$ cat src/rtl/usb_pkg.sv
// Shared types and PID constants for the host-side USB datapath.
// Imported by the transaction sequencer and its attempt counter.
package usb_pkg;

    localparam logic [3:0] PID_OUT   = 4'b0001;
    localparam logic [3:0] PID_IN    = 4'b1001;
    localparam logic [3:0] PID_DATA0 = 4'b0011;
    localparam logic [3:0] PID_ACK   = 4'b0010;
    localparam logic [3:0] PID_NAK   = 4'b1010;

    typedef enum logic [2:0] {
        IDLE,
        TOKEN,
        DATA_OUT,
        WAIT_HS,
        WAIT_DATA,
        SEND_HS,
        FINISH
    } txn_state_t;

    typedef enum logic {
        DIR_READ,
        DIR_WRITE
    } txn_dir_t;

endpackage

$ cat src/rtl/txn_attempt_ctr.sv
// Attempt counter: loads 1 on a new transaction, counts retries,
// saturates at LIMIT and holds its value between transactions.
module txn_attempt_ctr #(
    parameter int LIMIT = 8,
    parameter int W     = $clog2(LIMIT + 1)
) (
    input  logic         clk,
    input  logic         rst_l,
    input  logic         clr,
    input  logic         inc,
    output logic [W-1:0] count,
    output logic         at_limit
);

    assign at_limit = (count == W'(LIMIT));

    // clear-to-1 wins over increment; increment stops at LIMIT
    always_ff @(posedge clk or negedge rst_l) begin
        if (!rst_l) begin
            count <= '0;
        end else if (clr) begin
            count <= W'(1);
        end else if (inc && !at_limit) begin
            count <= count + W'(1);
        end
    end

endmodule

$ cat src/rtl/usb_txn_ctrl.sv
// IN/OUT transaction sequencer: issues sender/receiver start strobes,
// owns bus direction and retries up to MAX_ATTEMPTS attempts.
module usb_txn_ctrl
    import usb_pkg::*;
#(
    parameter int MAX_ATTEMPTS = 8
) (
    input  logic       clk,
    input  logic       rst_l,
    input  logic       start_read,
    input  logic       start_write,
    output logic       send_token,
    output logic [3:0] token_pid,
    output logic       send_data,
    output logic [3:0] data_pid,
    output logic       send_hand,
    output logic [3:0] hand_pid,
    input  logic       send_done,
    output logic       r_data_start,
    input  logic       r_data_success,
    input  logic       r_data_fail,
    output logic       receive_hand,
    input  logic       ack,
    input  logic       nak,
    input  logic       r_acknak_fail,
    output logic       drive_en,
    output logic       busy,
    output logic       done,
    output logic       success,
    output logic [$clog2(MAX_ATTEMPTS+1)-1:0] attempts
);

    localparam int AW = $clog2(MAX_ATTEMPTS + 1);

    txn_state_t state_q, state_d;
    txn_dir_t   dir_q, dir_d;
    logic [3:0] hs_q, hs_d;
    logic       ok_q, ok_d;
    logic       clr, inc, retry, at_limit;

    txn_attempt_ctr #(
        .LIMIT (MAX_ATTEMPTS),
        .W     (AW)
    ) u_ctr (
        .clk      (clk),
        .rst_l    (rst_l),
        .clr      (clr),
        .inc      (inc),
        .count    (attempts),
        .at_limit (at_limit)
    );

    // next-state, handshake choice and retry decision
    always_comb begin
        state_d = state_q;
        dir_d   = dir_q;
        hs_d    = hs_q;
        ok_d    = ok_q;
        clr     = 1'b0;
        inc     = 1'b0;
        retry   = 1'b0;
        unique case (state_q)
            IDLE: begin
                if (start_read || start_write) begin
                    dir_d   = start_read ? DIR_READ : DIR_WRITE;
                    clr     = 1'b1;
                    ok_d    = 1'b0;
                    state_d = TOKEN;
                end
            end
            TOKEN: begin
                if (send_done) begin
                    state_d = (dir_q == DIR_WRITE) ? DATA_OUT : WAIT_DATA;
                end
            end
            DATA_OUT: begin
                if (send_done) state_d = WAIT_HS;
            end
            WAIT_HS: begin
                if (ack) begin
                    ok_d    = 1'b1;
                    state_d = FINISH;
                end else if (nak || r_acknak_fail) begin
                    retry = 1'b1;
                end
            end
            WAIT_DATA: begin
                if (r_data_success) begin
                    hs_d    = PID_ACK;
                    state_d = SEND_HS;
                end else if (r_data_fail) begin
                    hs_d    = PID_NAK;
                    state_d = SEND_HS;
                end
            end
            SEND_HS: begin
                if (send_done) begin
                    if (hs_q == PID_ACK) begin
                        ok_d    = 1'b1;
                        state_d = FINISH;
                    end else begin
                        retry = 1'b1;
                    end
                end
            end
            FINISH: state_d = IDLE;
            default: state_d = IDLE;
        endcase
        if (retry) begin
            if (at_limit) begin
                ok_d    = 1'b0;
                state_d = FINISH;
            end else begin
                inc     = 1'b1;
                state_d = TOKEN;
            end
        end
    end

    // state, direction, handshake pid and strobes on state entry
    always_ff @(posedge clk or negedge rst_l) begin
        if (!rst_l) begin
            state_q      <= IDLE;
            dir_q        <= DIR_READ;
            hs_q         <= 4'b0000;
            ok_q         <= 1'b0;
            send_token   <= 1'b0;
            send_data    <= 1'b0;
            send_hand    <= 1'b0;
            r_data_start <= 1'b0;
            receive_hand <= 1'b0;
        end else begin
            state_q      <= state_d;
            dir_q        <= dir_d;
            hs_q         <= hs_d;
            ok_q         <= ok_d;
            send_token   <= (state_d != state_q) && (state_d == TOKEN);
            send_data    <= (state_d != state_q) && (state_d == DATA_OUT);
            send_hand    <= (state_d != state_q) && (state_d == SEND_HS);
            r_data_start <= (state_d != state_q) && (state_d == WAIT_DATA);
            receive_hand <= (state_d != state_q) && (state_d == WAIT_HS);
        end
    end

    assign busy      = (state_q != IDLE);
    assign done      = (state_q == FINISH);
    assign success   = done && ok_q;
    assign drive_en  = (state_q == TOKEN) || (state_q == DATA_OUT) ||
                       (state_q == SEND_HS);
    assign data_pid  = PID_DATA0;
    assign hand_pid  = (state_q == SEND_HS) ? hs_q : 4'b0000;
    assign token_pid = !busy ? 4'b0000 :
                       (dir_q == DIR_WRITE) ? PID_OUT : PID_IN;

endmodule

$ cat config.mk
export PLATFORM = sky130hd
export DESIGN_NAME = usb_txn_ctrl
export DESIGN_NICKNAME = d
export VERILOG_FILES = /design/src/rtl/usb_pkg.sv /design/src/rtl/txn_attempt_ctr.sv /design/src/rtl/usb_txn_ctrl.sv
export SDC_FILE = /design/constraint.sdc
export NUM_CORES = 1
export LEC_CHECK = 0
export ABC_AREA = 1
export ABC_CLOCK_PERIOD_IN_PS = 1700
export CAP_MARGIN = 20
export CORE_MARGIN = 3
export CORE_UTILIZATION = 46
export CTS_BUF_LIST = sky130_fd_sc_hd__clkbuf_2 sky130_fd_sc_hd__clkbuf_4 sky130_fd_sc_hd__clkbuf_8
export DETAILED_ROUTE_END_ITERATION = 16
export GPL_TIMING_DRIVEN = 0
export PLACE_DENSITY = 0.82
export SETUP_SLACK_MARGIN = 0.3
export SYNTH_ARGS = -nofsm -noshare
export SYNTH_HDL_FRONTEND = slang
export SYNTH_SLANG_ARGS = --single-unit
$ cat constraint.sdc
create_clock -name clk -period 1.7 [get_ports clk]
set_clock_uncertainty 0.1 [all_clocks]
set_input_delay 0.255 -clock clk [delete_from_list [all_inputs] [get_ports clk]]
set_output_delay 0.255 -clock clk [all_outputs]
set_load 0.005 [all_outputs]
==> impl_metrics.tcl <==
set metrics [dict create \
    status "finished, final reports clean" \
    first_global_vias 999 \
    synth.area.top_cells "dfrtp_1 41%, nand2_1 10%, nand3_1 8.8%, buf_4 7.0%, nor2_1 5.8%" \
    fin_crit_sh_pct 96.7 \
    nFillCells 118 \
    crit_chain "buf_6 -> buf_4 -> nor3_1 -> buf_2" \
    syn_area_per_cell_sq_um 7.71 \
    start_util_pct 52.3 \
    layout-drive-gt1-share_pct 40.1 \
    num_rows 15 \
    leakage_nw 0.870 \
    die_x_microns 51.9 \
    num_vias 1064 \
    hold_ws_ns 0.266 \
    synthSimpleGateAreaFrac_pct 36.0 \
    period_needed_ns 1.64 \
    synth_compound_area_share_pct 2.06 \
    post-dp-hpwl_microns 1620 \
    wl_per_cell_microns 13.4 \
    synth_top_area_share_pct 41.2 \
    p_total_mw 2.19 \
    tritoncts "built" \
    rsz0062_at_grt "yes" \
    finalHoldViolCount 0 \
    ir_worst_vdd_uv 1120 \
    nNetsFinal 195 \
    fmax_ghz 0.608 \
    yosysWarnings 0 \
    drc 0 \
    worstMarginPinSlew_ns 0.696 \
    cp.required_ns 1.34 \
    ys_types 23 \
    hold_path.class "input port to asynchronous set/reset pin" \
    grt_usage_pct 21.2 \
    grt_start_max_net_pins 17 \
    clk_pin_slew_ns 0.10 \
    htreeDepth 1 \
    final_common_cell "buf_4" \
    grt_pass1_wl_microns 4220 \
    drt-vias-per-instance 5.14 \
    setup_viol 0 \
    ioPinCount 35 \
    area_growth_pct 53.6 \
    crit_path_start_kind "flop" \
    holdBufCountCts 0 \
    synth_cells 126 \
    power_density_nw_per_um2 1470 \
    synth.ff_latch_count 16 \
    cp_slowest_cell "dfrtp_1" \
    yosys.area_share.xor_xnor_pct 0.902 \
    synthAdderAreaFrac_pct 2.58 \
    synth_area_sq_um 971 \
    cap_violations 0 \
    placed_area_sq_um 1280 \
    slew_violations 0 \
    wirelength_microns 2770 \
    slew_headroom_pct 53.4 \
    mostFrequentLayoutCells "27 x buf_4, 22 x nand2_1, 15 x nand3_1, 13 x dfrtp_1, 12 x inv_1" \
    ant_nets 0 \
    detail_route.first_pass.iterations 4 \
    die_h_microns 51.9 \
    crit_path_end_kind "primary output" \
    drt-initial-drc-count 25 \
    yosys.area.top_type "dfrtp_1" \
    clock_latency_ns 0.30 \
    gp_congestion 0.871 \
    slowest_delay_ns 0.38 \
    portBuffers 26 \
    antenna_found_initial 0 \
    overflow 0 \
    crit_type "flop to primary output" \
    seq_area_frac_synth_pct 41.2 \
    cts_buffer_depth 2 \
    synth_top_family_by_area "simple AND/OR/NAND/NOR gates" \
    antenna_cells 0 \
    cts_root_buf "clkbuf_4" \
    arrival_ns 1.29 \
    synth.mux.area_fraction_pct 0 \
    dieArea_sq_um 2700 \
    cts_buffers 3 \
    clock_sinks 16 \
    fin_area_sq_um 1490 \
    core-area_sq_um 1860 \
    cp_max_fo 5 \
]
area by class of cell:
cell class	count	area, sq um	area share (%)
Clock buffer	4	36.3	2.43
Tap cell	25	31.3	2.10
Sequential cell	16	404	27.1
Inverter	18	75.1	5.03
Multi-Input combinational cell	87	488	32.7
Buffer	11	93.8	6.29
Timing Repair Buffer	46	363	24.3
timing repair:
action	in CTS	in global routing
buffers inserted	16	4
pin swaps	7	5
resized for setup	57	9
hold endpoints to repair	0	0
endpoints found under the setup margin	24	18
routing by layer:
layer | global-route usage (%) | vias to the layer above | part of all wire [%]
met1 | 23.1 | 490 | 35
met5 | 0 | - | 0
met4 | 13.1 | 0 | 5.9
met2 | 37.2 | 64 | 52
met3 | 4.01 | 21 | 7.1
li1 | - | 489 | -
synth_stat cells:
master / count
buf_6: 2
nand2_1: 26
nand2_4: 1
inv_1: 14
nor4_1: 1
nand2_2: 4
buf_4: 9
nand3_1: 17
conb_1: 2
o21ai_0: 2
nor3_1: 1
nor2_4: 1
or2_2: 2
nor2_1: 15
o21ai_1: 1
inv_4: 1
inv_2: 3
dfrtp_1: 16
a21oi_1: 1
nand4_1: 3
xor2_1: 1
ha_1: 2
nor2_8: 1
per-stage QoR:
stage	util [%]	setup slack, ns	setup TNS (ns)	instances
2_1_floorplan	-	0.337	0	132
3_3_place_gp	69.2	-0.00853	-0.00964	183
3_5_place_dp	69.2	-0.0528	-0.121	183
4_1_cts	77.0	0.0596	0	203
5_1_grt	80.3	-0.0335	-0.0544	207
6_report	80.3	0.0561	0	207
worst max-delay path, delay by kind of cell, from the launching register on:
kind	cells	cell delay (ns)
buffers and inverters	3	0.41
flip-flops	1	0.38
AND/OR/NAND/NOR	1	0.19
report_power, final:
part / total (mW) / internal, mW / switching [mW] / leakage [nW]
clock: 0.264 / 0.131 / 0.134 / 0.0210
sequential: 0.590 / 0.503 / 0.0865 / 0.199
combinational: 1.34 / 0.657 / 0.683 / 0.651
total: 2.19 / 1.29 / 0.904 / 0.870
path summary, 6_finish.rpt:
path / depth (start not counted) / startpoint / slack [ns] / endpoint
worst max-delay path: 4 / state_q[0] / 0.06 / done
worst min-delay path: 1 / rst_l / 0.27 / send_hand
worst max register to register: 10 / state_q[1] / 0.16 / u_ctr.count[0]
worst min register to register: 2 / hs_q[1] / 0.43 / hs_q[1]
max in group asynchronous: 1 / rst_l / 0.75 / state_q[1]
min in group clk: 2 / hs_q[1] / 0.43 / hs_q[1]
registers in the layout, indices dropped and copies added, names as in the netlist:
signal	flops
u_ctr.count	4
send_data	1
send_token	1
dir_q	1
r_data_start	1
receive_hand	1
hs_q	2
state_q	3
send_hand	1
ok_q	1
cell families after synthesis:
family / after synthesis
xor+xnor: 1
compound gates: 4
flops: 16
simple gates: 72
other cells: 2
fa+ha+maj: 2
buf+inv: 29
No activity file was read; power rests on OpenSTA's default activity.
